`config.mk`:
```
export PLATFORM = sky130hd
export DESIGN_NAME = router_port_rx
export DESIGN_NICKNAME = d
export VERILOG_FILES = /design/src/rtl/router_rx_pkg.sv /design/src/rtl/router_rx_fifo.sv /design/src/rtl/router_port_rx.sv
export SDC_FILE = /design/constraint.sdc
export NUM_CORES = 1
export LEC_CHECK = 0
export BUFFER_PORTS_ARGS = -buffer_cell sky130_fd_sc_hd__buf_4
export CAP_MARGIN = 20
export CORE_MARGIN = 5
export CORE_UTILIZATION = 30
export DETAILED_ROUTE_END_ITERATION = 6
export HOLD_SLACK_MARGIN = 0.03
export SETUP_SLACK_MARGIN = 0.05
export SLEW_MARGIN = 20
export SYNTH_ARGS = -nofsm -noshare
export SYNTH_HDL_FRONTEND = slang
export SYNTH_SLANG_ARGS = --single-unit
export TNS_END_PERCENT = 5
```
`constraint.sdc`:
```
create_clock -name clock -period 2.5 [get_ports clock]
set_input_delay 0.125 -clock clock [delete_from_list [all_inputs] [get_ports clock]]
set_output_delay 0.125 -clock clock [all_outputs]
set_load 0.02 [all_outputs]
```
`src/rtl/router_rx_pkg.sv`:
```
// Shared types for the router output-port receiver: FSM states and FIFO entry layout.
package router_rx_pkg;

    localparam int BYTE_W = 8;

    typedef enum logic [1:0] {
        IDLE = 2'd0,
        RECV = 2'd1,
        DROP = 2'd2
    } rx_state_t;

    typedef struct packed {
        logic              last;
        logic [BYTE_W-1:0] data;
    } rx_entry_t;

endpackage

```
`src/rtl/router_rx_fifo.sv`:
```
// Byte FIFO between the bit deserializer and the valid/ready consumer port.
// A push on full is taken only when a pop frees a slot in the same cycle.
module router_rx_fifo
    import router_rx_pkg::*;
#(
    parameter int DEPTH = 16
) (
    input  logic      clock,
    input  logic      reset_n,
    input  logic      push,
    input  rx_entry_t push_entry,
    input  logic      pop,
    output rx_entry_t head,
    output logic      empty,
    output logic      full
);

    localparam int AW = $clog2(DEPTH);
    localparam logic [AW:0] PTR_ONE = (AW + 1)'(1);

    rx_entry_t   mem [DEPTH];
    logic [AW:0] wr_ptr;
    logic [AW:0] rd_ptr;
    logic        wr_en;
    logic        rd_en;

    assign rd_en = pop && !empty;
    assign wr_en = push && (!full || rd_en);

    // Extra pointer MSB distinguishes full from empty when the indices match.
    assign empty = (wr_ptr == rd_ptr);
    assign full  = (wr_ptr[AW] != rd_ptr[AW]) && (wr_ptr[AW-1:0] == rd_ptr[AW-1:0]);

    always_ff @(posedge clock or negedge reset_n) begin
        if (!reset_n) begin
            wr_ptr <= '0;
            rd_ptr <= '0;
        end else begin
            if (wr_en) wr_ptr <= wr_ptr + PTR_ONE;
            if (rd_en) rd_ptr <= rd_ptr + PTR_ONE;
        end
    end

    // NOTE: the storage array has no reset; only the pointers need one, and the
    // head is gated to zero while empty so no stale entry is ever visible.
    always_ff @(posedge clock) begin
        if (wr_en) mem[wr_ptr[AW-1:0]] <= push_entry;
    end

    assign head = empty ? '0 : mem[rd_ptr[AW-1:0]];

endmodule

```
`src/rtl/router_port_rx.sv`:
```
// Receiver for one router output port: deserializes the LSB-first bitstream into
// bytes, tags packet ends, and queues them for a valid/ready consumer.
module router_port_rx
    import router_rx_pkg::*;
#(
    parameter int DEPTH = 16,
    parameter int CNT_W = 16
) (
    input  logic              clock,
    input  logic              reset_n,
    input  logic              frameo_n,
    input  logic              valido_n,
    input  logic              dout,
    output logic [7:0]        rx_data,
    output logic              rx_last,
    output logic              rx_valid,
    input  logic              rx_ready,
    output logic              rx_busy,
    output logic [CNT_W-1:0]  pkt_cnt,
    output logic              err_partial,
    output logic              err_overflow,
    output logic              err_frame
);

    rx_state_t         state;
    rx_state_t         state_next;
    logic [2:0]        bit_cnt;
    logic [2:0]        bit_cnt_next;
    logic [BYTE_W-1:0] shift_reg;
    logic [BYTE_W-1:0] shift_next;
    logic [BYTE_W-1:0] cur_byte;
    logic              push_req;
    rx_entry_t         push_entry;
    logic              pkt_inc;
    logic              err_partial_next;
    logic              err_overflow_next;
    logic              err_frame_next;

    rx_entry_t         head;
    logic              fifo_empty;
    logic              fifo_full;
    logic              pop;
    logic              fifo_room;

    assign rx_valid  = !fifo_empty;
    assign rx_data   = head.data;
    assign rx_last   = head.last;
    assign pop       = rx_valid && rx_ready;
    assign fifo_room = !fifo_full || pop;
    assign rx_busy   = (state != IDLE);

    // NOTE: every output of this block gets a default first, so no path through
    // the case statement can leave a value unassigned and infer a latch.
    always_comb begin
        state_next        = state;
        bit_cnt_next      = bit_cnt;
        shift_next        = shift_reg;
        push_req          = 1'b0;
        push_entry        = '0;
        pkt_inc           = 1'b0;
        err_partial_next  = 1'b0;
        err_overflow_next = 1'b0;
        err_frame_next    = 1'b0;

        cur_byte          = shift_reg;
        cur_byte[bit_cnt] = dout;

        case (state)
            IDLE: begin
                if (!frameo_n) begin
                    state_next = RECV;
                    if (!valido_n) begin
                        shift_next   = cur_byte;
                        bit_cnt_next = bit_cnt + 3'd1;
                    end
                end
            end

            RECV: begin
                if (frameo_n && valido_n) begin
                    err_frame_next = 1'b1;
                    state_next     = IDLE;
                    shift_next     = '0;
                    bit_cnt_next   = '0;
                end else if (!valido_n) begin
                    if (bit_cnt == 3'd7 || frameo_n) begin
                        // Full byte, or the end bit closing a short zero-filled byte.
                        push_req        = 1'b1;
                        push_entry.last = frameo_n;
                        push_entry.data = cur_byte;
                        shift_next      = '0;
                        bit_cnt_next    = '0;
                        if (frameo_n) begin
                            state_next = IDLE;
                            if (bit_cnt != 3'd7) err_partial_next = 1'b1;
                            else if (fifo_room)  pkt_inc          = 1'b1;
                        end
                        if (!fifo_room) begin
                            err_overflow_next = 1'b1;
                            if (!frameo_n) state_next = DROP;
                        end
                    end else begin
                        shift_next   = cur_byte;
                        bit_cnt_next = bit_cnt + 3'd1;
                    end
                end
            end

            DROP: begin
                // End bit or frame loss both show up as frameo_n high.
                if (frameo_n) state_next = IDLE;
            end

            default: state_next = IDLE;
        endcase
    end

    // NOTE: state registers use non-blocking assignments so every flop samples
    // the pre-edge values computed above, independent of statement order.
    always_ff @(posedge clock or negedge reset_n) begin
        if (!reset_n) begin
            state        <= IDLE;
            bit_cnt      <= '0;
            shift_reg    <= '0;
            pkt_cnt      <= '0;
            err_partial  <= 1'b0;
            err_overflow <= 1'b0;
            err_frame    <= 1'b0;
        end else begin
            state        <= state_next;
            bit_cnt      <= bit_cnt_next;
            shift_reg    <= shift_next;
            err_partial  <= err_partial_next;
            err_overflow <= err_overflow_next;
            err_frame    <= err_frame_next;
            if (pkt_inc) pkt_cnt <= pkt_cnt + CNT_W'(1);
        end
    end

    router_rx_fifo #(
        .DEPTH (DEPTH)
    ) u_fifo (
        .clock      (clock),
        .reset_n    (reset_n),
        .push       (push_req && fifo_room),
        .push_entry (push_entry),
        .pop        (pop),
        .head       (head),
        .empty      (fifo_empty),
        .full       (fifo_full)
    );

endmodule

```
Yosys cells after proc, flatten, opt, wreduce, memory -nomap -nowiden
Memory sizes are Yosys's and may differ from the RTL's.
Index checks and enable logic that the tools add are counted.

operators by class
  reductions and logical operators = 17
  $lt $le $gt $ge = 2
  equality and inequality tests = 11
  add/sub/neg operators = 4
  mux-type cells = 54

operators with widths
  kind                   count
  $mux 9                 5
  $mux 8                 5
  $mux 1                 27
  $add 16x1->16 const B  1
  $pmux 8 s2             1
  $mux 3                 5
  $mux 2                 7
  $add 5x1->5 const B    2
  $ne 3x3->1 const B     3
  $bwmux 8               1
  $logic_and 1x1->1      7
  $pmux 2 s3             1
  $pmux 3 s2             1
  $eq 5x5->1             1
  $eq 4x4->1             1
  $lt 3x4->1 const B     1
  $ne 2x2->1 const B     2
  $reduce_and 4->1       1
  $reduce_bool 2->1      2
  $add 3x1->3 const B    1
  $demux 1 s3            1
  $eq 3x3->1 const B     1
  $ge 3x1->1 const B     1
  $logic_or 1x1->1       3
  other kinds (6)        7

storage, ports and cells
  word-level logic and storage cells = 98
  output and inout bits = 30
  bits in writable memories = 144
  memories = 1
  input bits = 6
  register bits after elaboration = 42

memories
  memory      depth  width  read ports  clocked after memory_dff  write ports  RTL line              RTL
  u_fifo.mem  16     9      1           0                         1            router_rx_fifo.sv:21  rx_entry_t mem [DEPTH];

Longest topological paths before layout
Gate-level depths: netlist of run 1.

  word-level depth = 11
  mapped depth = 7

By module
From an unflattened synthesis of run 1, not the netlist that was laid out.

unflattened totals
  cells, all modules = 449
  area total of the unflattened synthesis = 7962.6 um^2

modules (own cells, without submodules)
  module          times used  cells an instance  seq. area each (um^2)  area each (um^2)
  router_rx_fifo  1           295                4574.4                 6299.8
  router_port_rx  1           154                800.8                  1662.8

Worst setup path before layout of run 1
OpenSTA, ideal clock, no wires.

  path kind = flip-flop to flip-flop
  from = register u_fifo.rd_ptr[2]
  to = memory u_fifo.mem[15][0] in the netlist's numbering (enable)
  library setup time = 0.394 ns
  path slack = 0.258 ns
  arrival time = 1.848 ns
  cell stages (with the launch flop) = 6
  cell sequence = dfrtp_1 buf_2 xor2_1 nor4_4 buf_2 a211oi_1

on the way
  cells in the longest elaborated chain, start to end = 8
  elaborated cells on any way between the ends = 13
  classes of those cells = 2 x eq/ne; 2 x mux; 9 x reduce/logical

ends and longest elaborated chain
  what                                                          RTL line                                                          RTL
  from (decl)                                                   router_rx_fifo.sv:23                                              logic [AW:0] rd_ptr;
  from (signal assigned)                                        router_rx_fifo.sv:40                                              if (rd_en) rd_ptr <= rd_ptr + PTR_ONE;
  $eq 5x5->1 / $eq 4x4->1 (equally long branches)               router_rx_fifo.sv:31, router_rx_fifo.sv:32
  $logic_not 1->1 / $logic_and 1x1->1 (equally long branches)   router_rx_fifo.sv:27, router_port_rx.sv:45, router_rx_fifo.sv:32
  $logic_and 1x1->1 / $logic_not 1->1 (equally long branches)   router_port_rx.sv:48, router_rx_fifo.sv:28, router_port_rx.sv:49
  $logic_or 1x1->1 / $logic_and 1x1->1 (equally long branches)  router_port_rx.sv:49, router_rx_fifo.sv:27
  $logic_and 1x1->1 / $logic_or 1x1->1 (equally long branches)  router_port_rx.sv:145, router_rx_fifo.sv:28
  $logic_and 1x1->1 *                                           router_rx_fifo.sv:28                                              assign wr_en = push && (!full || rd_en);
  $mux 1 *                                                      router_rx_fifo.sv:47                                              if (wr_en) mem[wr_ptr[AW-1:0]] <= push_entry;
  $mux 1 (implied by the code) *                                router_rx_fifo.sv:47
  to (decl)                                                     router_rx_fifo.sv:21

Every way passes the cells marked *; elsewhere a longest branch is shown, timed or not.

Worst setup path after layout of run 1
  from = register u_fifo.rd_ptr[0]
  to = output rx_data[7]

on the way
  cells in the longest elaborated chain, start to end = 2
  elaborated cells on any way between the ends = 3
  classes of those cells = 1 x eq/ne; 1 x mux; 1 x memory

ends and longest elaborated chain
  what                                               RTL line              RTL
  $mem_v2 16x9 / $eq 5x5->1 (equally long branches)  --
  $mux 9 *                                           router_rx_fifo.sv:50  assign head = empty ? '0 : mem[rd_ptr[AW-1:0]];
  to (decl)                                          router_port_rx.sv:14  output logic [7:0] rx_data,

Marks and branches as above.

==> flow_metrics.env, run 1 <==
export IMPL_period_minus_slack_ns=2.36
export IMPL_die_h_um=171
export IMPL_tns_ns=0
export IMPL_criticalPathCategory="register to primary output"
export IMPL_post_drt_wl_per_cell_um=18.9
export IMPL_rsz0062_at_grt="false"
export IMPL_grt_pass1_vias=4467
export IMPL_worstMarginPinSlew_ns=1.03
export IMPL_crit_fanout=21
export IMPL_num_vias=4362
export IMPL_syn_nets=487
export IMPL_synth_top_flop_cell="edfxtp_1"
export IMPL_clk_pin_slew_ns=0.07
export IMPL_first_pass_iters=5
export IMPL_drv_cap=0
export IMPL_synth_async_sr_flop_share_pct=22.6
export IMPL_setup_violations=0
export IMPL_syn_inst=473
export IMPL_cpMaxStageDelayCell="mux4_2"
export IMPL_route_detailed_drc=0
export IMPL_track_usage_pct=11.7
export IMPL_num_fill_cells=2469
export IMPL_cts_root_buf="clkbuf_16"
export IMPL_syn_area_mm2=0.00782
export IMPL_internal_power_w=0.00618
export IMPL_cts_max_level=4
export IMPL_p_switching_w=0.00305
export IMPL_clock_latency_ns=0.43
export IMPL_ys_warn_count=0
export IMPL_ys_top_cells_by_area="edfxtp_1, dfrtp_1, mux4_2"
export IMPL_fin_crit_sh_pct=94.4
export IMPL_p_per_area_mw_per_mm2=994
export IMPL_dieArea_mm2=0.0294
export IMPL_antenna_found_initial=0
export IMPL_avgViaCountPerCell=4.97
export IMPL_vdd_drop_max_uv=930
export IMPL_required_ns=2.38
export IMPL_status="finished, final reports clean"
export IMPL_critical_path_arrival_ns=2.23
export IMPL_grt_max_degree=43
export IMPL_n_antenna_cell=0
export IMPL_ys_ff_latch=186
export IMPL_power_w=0.00923
export IMPL_power_frac_seq_pct=39.7
export IMPL_area_delta_synth_final_pct=18.7
export IMPL_drtIter0Drc=333
export IMPL_hpwlAfterDp_um=10900
export IMPL_grt_pass1_wl_um=26100
export IMPL_ys_seq_area_share_pct=68.7
export IMPL_synth_top_area_cell="edfxtp_1"
export IMPL_cts_tree="built"
export IMPL_syn_area_per_cell_um2=16.5
export IMPL_core_area_mm2=0.0258
export IMPL_final_max_slew_viol_count=0
export IMPL_cts_buffer_depth=2
export IMPL_placedCellCount=842
export IMPL_rows=59
export IMPL_cts_sinks=186
export IMPL_preCtsSetupSlack_ns=0.212
export IMPL_max_freq_mhz=424
export IMPL_largest_reg_flops=144
export IMPL_final_cell_mix="edfxtp_1, buf_4, dfrtp_1"
export IMPL_io_buffers=35
export IMPL_gp_congestion=0.790
export IMPL_io_pins=36
export IMPL_setup_ws_ns=0.140
export IMPL_synth_edff_count=144
export IMPL_layout_commonest_cell="edfxtp_1"
export IMPL_drive_gt1_share_pct=26.9
export IMPL_max_stage_delay_ns=0.56
export IMPL_hold_viol=0
export IMPL_die_x_um=171
export IMPL_yosysUniqueCellTypes=45
export IMPL_p_sw_share_pct=33.0
export IMPL_fin_cells=877
export IMPL_cts_setup_buffers=0
export IMPL_overflow=0
export IMPL_cp_num_buf_inv=2
export IMPL_crit_family="multiplexers"
export IMPL_cts_buffers=17
export IMPL_p_comb_share_pct=31.0
export IMPL_antenna_left=0
export IMPL_p_leak_nw=3.47
export IMPL_startpoint_type="register"
export IMPL_nNetsFinal=543
export IMPL_hold_class="input pin to register"
export IMPL_start_util_pct=30.3
export IMPL_finClkSkew_ns=0.0115
export IMPL_end_kind="primary output"
export IMPL_final_area_mm2=0.00929
export IMPL_max_slew_margin_pct=31.2
export IMPL_placed_area_mm2=0.00861
export IMPL_drt_wl_total_um=16600
export IMPL_clockPowerShare_pct=29.3
export IMPL_path_cells="buf_12 -> mux4_2 -> a22oi_1 -> a21oi_1 -> buf_4"
export IMPL_synth_top_area_share_pct=55.3
## worst register-to-register path, stage by stage, from the launching register on
cell and delay (ns):
dfrtp_1 0.42, ha_1 0.18, ha_1 0.16, o21ai_0 0.08
buf_4 0.20, a21oi_1 0.14, buf_4 0.22, and3_1 0.51
## worst paths after layout
check | startpoint | to | slack (ns) | cells after the start
setup / recovery | u_fifo.rd_ptr[0] | rx_data[7] | 0.14 | 5
hold / removal | rx_ready | u_fifo.rd_ptr[2] | 0.08 | 4
setup reg to reg | bit_cnt[0] | u_fifo.mem[8][1] | 0.24 | 7
hold reg to reg | pkt_cnt[15] | pkt_cnt[15] | 0.48 | 1
max in group asynchronous | reset_n | u_fifo.rd_ptr[0] | 1.86 | 2
min in group asynchronous | reset_n | err_frame | 0.22 | 2
## routing by layer
metal / routed length (µm) / track usage [%] / vias up / part of all wire (%)
met5: 0 / 0 / - / 0
met4: 182 / 3.00 / 0 / 1.1
met3: 833 / 2.71 / 14 / 5.0
met2: 7810 / 18.0 / 104 / 47
met1: 7790 / 16.9 / 2283 / 47
li1: - / - / 1961 / -
## cell usage after synthesis (2+ instances only)
cell type,instances
edfxtp_1,144
dfrtp_1,42
mux4_2,36
a21oi_1,29
xor2_1,26
a22oi_1,18
nand2_1,17
and3_1,15
nor2_1,13
inv_1,12
buf_2,11
clkbuf_1,10
nand3_1,9
a211oi_1,8
ha_1,8
o22ai_1,8
and2_1,7
mux2i_1,7
nand4_1,5
nor2b_1,5
a2111oi_0,4
mux2_2,4
and4_1,3
buf_1,3
nand3b_1,3
o21ai_0,3
buf_4,2
nor3_1,2
or2_2,2
or3b_2,2
## area by class of cell
class                      count  area [µm²]  share of cell area (%)
timing repair buffer          65         558                    6.01
sequential                   186        5380                    57.9
tap                          335         419                    4.51
multi-input combinational    247        2280                    24.6
clock buffer                  17         425                    4.58
clock inverter                15         179                    1.93
inverter                      12        45.0                   0.485
## stage by stage
step,utilization [%],hold WS (ns)
6_report,35.9,0.0751
5_1_grt,35.9,0.0729
4_1_cts,35.9,0.0527
3_5_place_dp,33.3,0.155
3_3_place_gp,33.3,0.147
2_1_floorplan,-,-0.171
## kinds of logic (layout without fill, tap and decap cells)
logic type               after synthesis  in the layout  synth area share, %
adder cells (fa/ha/maj)                8              8                 1.28
buffers and inverters                 40            109                 2.30
AO/OA/AOI/OAI                         75             75                 6.16
AND/OR/NAND/NOR                       89             89                 6.45
flip-flops                           186            186                 68.7
multiplexers                          47             47                 11.8
XOR/XNOR                              28             28                 3.23
## repair_timing
item | in CTS | in global routing
hold buffers | 3 | 0
setup endpoints to repair | 9 | 10
hold endpoints to repair | 46 | 0
resized for setup | 4 | 3
## power groups by stage
stage                     Sequential (W)  Clock [W]  Combinational, W
final                            0.00366    0.00270           0.00287
after global routing             0.00369    0.00289           0.00308
after detailed placement         0.00372          0           0.00285
after floorplan                  0.00365          0           0.00195
after CTS                        0.00366    0.00276           0.00289
after global placement           0.00371          0           0.00279
(Power assumes the default switching activity.)
==> inputs of run 2 (changes only) <==
==> constraint.sdc (replaced) <==
create_clock -name clock -period 2.71 [get_ports clock]
set_input_delay 0.1355 -clock clock [delete_from_list [all_inputs] [get_ports clock]]
set_output_delay 0.1355 -clock clock [all_outputs]
set_load 0.02 [all_outputs]
==> flow_metrics.env, run 2 (synthesized netlist as in run 1, its figures left out) <==
export IMPL_status="finished, final reports clean"
export IMPL_setup_violations=0
export IMPL_io_pins=36
export IMPL_p_per_area_mw_per_mm2=928
export IMPL_hold_slack_ns=0.0989
export IMPL_power_frac_seq_pct=39.8
export IMPL_criticalPathCategory="register to primary output"
export IMPL_drv_cap=0
export IMPL_post_drt_wl_per_cell_um=19.2
export IMPL_p_leak_nw=3.43
export IMPL_tns_ns=0
export IMPL_final_max_slew_viol_count=0
export IMPL_max_slew_margin_pct=29.6
export IMPL_antenna_found_initial=0
export IMPL_p_comb_share_pct=29.8
export IMPL_fin_crit_sh_pct=90.7
export IMPL_antenna_left=0
export IMPL_required_ns=2.57
export IMPL_drive_gt1_share_pct=25.4
export IMPL_rsz0062_at_grt="false"
export IMPL_critical_path_arrival_ns=2.32
export IMPL_area_delta_synth_final_pct=17.7
export IMPL_preCtsSetupSlack_ns=0.318
export IMPL_first_pass_iters=4
export IMPL_overflow=0
export IMPL_drt_wl_total_um=16700
export IMPL_n_antenna_cell=0
export IMPL_final_cell_mix="edfxtp_1, buf_4, dfrtp_1"
export IMPL_p_switching_w=0.00287
export IMPL_nNetsFinal=536
export IMPL_p_sw_share_pct=33.6
export IMPL_rows=59
export IMPL_io_buffers=35
export IMPL_crit_fanout=21
export IMPL_period_minus_slack_ns=2.46
export IMPL_clockPowerShare_pct=30.4
export IMPL_finClkSkew_ns=0.0200
export IMPL_startpoint_type="register"
export IMPL_cts_setup_buffers=0
export IMPL_avgViaCountPerCell=4.89
export IMPL_cts_max_level=4
export IMPL_vdd_drop_max_uv=769
export IMPL_max_freq_mhz=407
export IMPL_internal_power_w=0.00567
export IMPL_clock_latency_ns=0.44
export IMPL_layout_commonest_cell="edfxtp_1"
export IMPL_dieArea_mm2=0.0294
export IMPL_track_usage_pct=11.8
export IMPL_cts_buffer_depth=2
export IMPL_drtIter0Drc=247
export IMPL_cts_buffers=17
export IMPL_num_vias=4250
export IMPL_end_kind="primary output"
export IMPL_hpwlAfterDp_um=10900
export IMPL_cts_sinks=186
export IMPL_die_h_um=171
export IMPL_grt_pass1_wl_um=25900
export IMPL_route_detailed_drc=0
export IMPL_worstMarginPinSlew_ns=1.05
export IMPL_grt_pass1_vias=4381
export IMPL_start_util_pct=30.3
export IMPL_clk_pin_slew_ns=0.07
export IMPL_setup_ws_ns=0.253
export IMPL_grt_max_degree=43
export IMPL_hold_viol=0
export IMPL_fin_cells=870
export IMPL_gp_congestion=0.789
export IMPL_placedCellCount=835
export IMPL_hold_class="input pin to register"
export IMPL_largest_reg_flops=144
export IMPL_die_x_um=171
export IMPL_core_area_mm2=0.0258
export IMPL_cts_root_buf="clkbuf_16"
export IMPL_cts_tree="built"
[run 2: cell types whose count changed in the layout (fill, tap and decap cells not counted), moves of 2 or more]
cell / before / now
buf_12: 5 / 0
buf_4: 57 / 54
clkinv_4: 2 / 0
clkinv_8: 3 / 6
nor2_1: 9 / 12
nor2_2: 4 / 1
[run 2: final timing paths]
check                            startpoint               end  slack, ns  cells after the start
setup reg to reg                 bit_cnt[1]  u_fifo.mem[5][0]       0.35                      7
setup / recovery           u_fifo.rd_ptr[0]        rx_data[6]       0.25                      5
max in group asynchronous           reset_n  u_fifo.rd_ptr[0]       2.05                      2
hold / removal                     rx_ready  u_fifo.rd_ptr[2]        0.1                      4
hold reg to reg                 pkt_cnt[15]       pkt_cnt[15]       0.49                      1
min in group asynchronous           reset_n        pkt_cnt[3]       0.22                      2
[run 2: area by class of cell]
type,count,area (µm²)
Fill cell,2445,16600
Sequential cell,186,5380
Multi-Input combinational cell,247,2270
Timing Repair Buffer,58,447
Clock buffer,17,425
Tap cell,335,419
Clock inverter,15,215
Inverter,12,45.0
[run 2: power by group through the flow]
stage,clock network (W),registers (W),logic (W)
floorplan,0,0.00337,0.00180
global placement,0,0.00345,0.00252
detailed placement,0,0.00346,0.00255
CTS,0.00265,0.00339,0.00257
global route,0.00279,0.00342,0.00276
finish,0.00260,0.00340,0.00254
[run 2: what timing repair did]
action | in CTS | in global routing
setup endpoints to repair | 0 | 6
resized for setup | 0 | 1
hold endpoints to repair | 46 | 0
hold buffers | 3 | 0
[run 2: critical path, cell delays in order (launching register included)]
cell	delay, ns
dfrtp_2	0.39
buf_6	0.29
mux4_2	0.60
a22oi_1	0.29
a21oi_1	0.12
buf_4	0.18
[run 2: metrics by stage]
step | power [W] | area (µm²) | utilization, %
6_report | 0.00854 | 9200 | 35.6
5_1_grt | 0.00897 | 9200 | 35.6
4_1_cts | 0.00861 | 9200 | 35.6
3_5_place_dp | 0.00601 | 8520 | 33.0
3_3_place_gp | 0.00597 | 8520 | 33.0
2_1_floorplan | 0.00517 | 7820 | -
[run 2: per-layer routing]
| metal | wire length (µm) | vias to the layer above | track usage [%] |
|---|---|---|---|
| li1 | - | 1949 | - |
| met1 | 7860 | 2196 | 17.3 |
| met2 | 7710 | 96 | 17.2 |
| met3 | 989 | 9 | 3.63 |
| met4 | 146 | 0 | 3.17 |
| met5 | 0 | - | 0 |
==> inputs of run 3 (changes only) <==
==> constraint.sdc (replaced) <==
create_clock -name clock -period 2.71 [get_ports clock]
set_input_delay 0.4065 -clock clock [delete_from_list [all_inputs] [get_ports clock]]
set_output_delay 0.4065 -clock clock [all_outputs]
set_load 0.02 [all_outputs]
==> flow_metrics.env, run 3 (synthesized netlist as in run 1, its figures left out) <==
export IMPL_status="finished, final reports clean"
export IMPL_vdd_drop_max_uv=775
export IMPL_critical_path_arrival_ns=2.22
export IMPL_max_stage_delay_ns=0.50
export IMPL_start_util_pct=30.3
export IMPL_largest_reg_flops=144
export IMPL_drtIter0Drc=327
export IMPL_hold_viol=0
export IMPL_placedCellCount=843
export IMPL_finClkSkew_ns=0.0110
export IMPL_path_cells="buf_12 -> buf_16 -> mux4_2 -> a22oi_1 -> a21oi_1 -> buf_4"
export IMPL_tns_ns=0
export IMPL_final_cell_mix="edfxtp_1, buf_4, dfrtp_1"
export IMPL_drt_wl_total_um=16600
export IMPL_cts_buffers=17
export IMPL_clk_pin_slew_ns=0.07
export IMPL_crit_family="multiplexers"
export IMPL_clockPowerShare_pct=27.3
export IMPL_p_sw_share_pct=33.0
export IMPL_cts_buffer_depth=2
export IMPL_max_slew_margin_pct=33.7
export IMPL_fin_cells=877
export IMPL_multi_input_comb_area_mm2=0.00231
export IMPL_hold_class="input pin to register"
export IMPL_final_max_slew_viol_count=0
export IMPL_p_per_area_mw_per_mm2=912
export IMPL_first_pass_iters=4
export IMPL_cts_tree="built"
export IMPL_die_x_um=171
export IMPL_n_antenna_cell=0
export IMPL_cts_root_buf="clkbuf_16"
export IMPL_rrSetupSlack_ns=0.30
export IMPL_route_detailed_drc=0
export IMPL_dieArea_mm2=0.0294
export IMPL_grt_max_degree=43
export IMPL_criticalPathCategory="register to primary output"
export IMPL_antenna_found_initial=0
export IMPL_end_kind="primary output"
export IMPL_fin_crit_sh_pct=97.0
export IMPL_internal_power_w=0.00567
export IMPL_max_freq_mhz=381
export IMPL_io_buffers=35
export IMPL_period_minus_slack_ns=2.63
export IMPL_layout_commonest_cell="edfxtp_1"
export IMPL_hpwlAfterDp_um=10700
export IMPL_rows=59
export IMPL_setup_violations=0
export IMPL_num_vias=4281
export IMPL_hold_slack_ns=0.197
export IMPL_overflow=0
export IMPL_avgViaCountPerCell=4.88
export IMPL_area_delta_synth_final_pct=18.6
export IMPL_p_leak_nw=3.46
export IMPL_die_h_um=171
export IMPL_cts_max_level=4
export IMPL_seq_area_mm2=0.00538
export IMPL_track_usage_pct=11.9
export IMPL_io_pins=36
export IMPL_crit_fanout=13
export IMPL_power_w=0.00846
export IMPL_cpMaxStageDelayCell="mux4_2"
export IMPL_cts_sinks=186
export IMPL_post_drt_wl_per_cell_um=18.9
export IMPL_required_ns=2.30
export IMPL_gp_congestion=0.823
export IMPL_drv_cap=0
export IMPL_drive_gt1_share_pct=28.0
export IMPL_num_fill_cells=2422
export IMPL_worstMarginPinSlew_ns=0.991
export IMPL_rsz0062_at_grt="true"
export IMPL_antenna_left=0
export IMPL_cp_num_buf_inv=3
export IMPL_grt_pass1_wl_um=26200
export IMPL_placed_area_mm2=0.00862
export IMPL_nNetsFinal=545
export IMPL_startpoint_type="register"
export IMPL_clock_latency_ns=0.43
export IMPL_power_frac_seq_pct=40.0
export IMPL_p_switching_w=0.00279
export IMPL_final_area_mm2=0.00928
export IMPL_core_area_mm2=0.0258
export IMPL_grt_pass1_vias=4444
export IMPL_p_comb_share_pct=32.8
## run 3: path summary, 6_finish.rpt
path	startpoint	to	cells past startpoint
max in group asynchronous	reset_n	u_fifo.rd_ptr[0]	2
min in group asynchronous	reset_n	shift_reg[3]	2
max reg2reg	bit_cnt[1]	pkt_cnt[15]	7
min reg2reg	pkt_cnt[15]	pkt_cnt[15]	1
max	u_fifo.rd_ptr[0]	rx_last	6
min	valido_n	err_partial	2
## run 3: metal layers
| layer | up-vias | wire length (µm) | share of wire, % | global-route usage [%] |
|---|---|---|---|---|
| met4 | 0 | 241 | 1.5 | 3.58 |
| met2 | 139 | 7630 | 46 | 17.9 |
| met3 | 16 | 1320 | 7.9 | 3.47 |
| met5 | - | 0 | 0 | 0 |
| li1 | 1969 | - | - | - |
| met1 | 2157 | 7400 | 45 | 16.7 |
## run 3: power by group through the flow
stage	logic, W	registers [W]	clock network (W)
floorplan	0.00180	0.00337	0
global placement	0.00257	0.00343	0
detailed placement	0.00261	0.00344	0
CTS	0.00276	0.00338	0.00236
global route	0.00299	0.00341	0.00248
finish	0.00277	0.00338	0.00231
## run 3: area by class of cell
cell class	count	share of cell area (%)
clock buffers	18	4.63
clock inverters	12	1.19
inverters	12	0.486
multi-input cells	247	24.9
flip-flops and latches	186	58.0
well taps	335	4.52
repair buffers	67	6.29
## run 3: metrics by stage
step | util (%) | worst slack (ns)
final | 35.9 | 0.0824
after global routing | 35.9 | 0.00134
after CTS | 35.8 | 0.0458
after detailed placement | 33.4 | 0.325
after global placement | 33.4 | 0.369
after floorplan | - | 0.468
## run 3: timing repair
item,in CTS,in global routing
endpoints found under the hold margin,42,0
pin swaps,0,0
resized for setup,6,7
hold buffers,1,0
buffers inserted,2,0
endpoints found under the setup margin,10,9
cloned,1,0
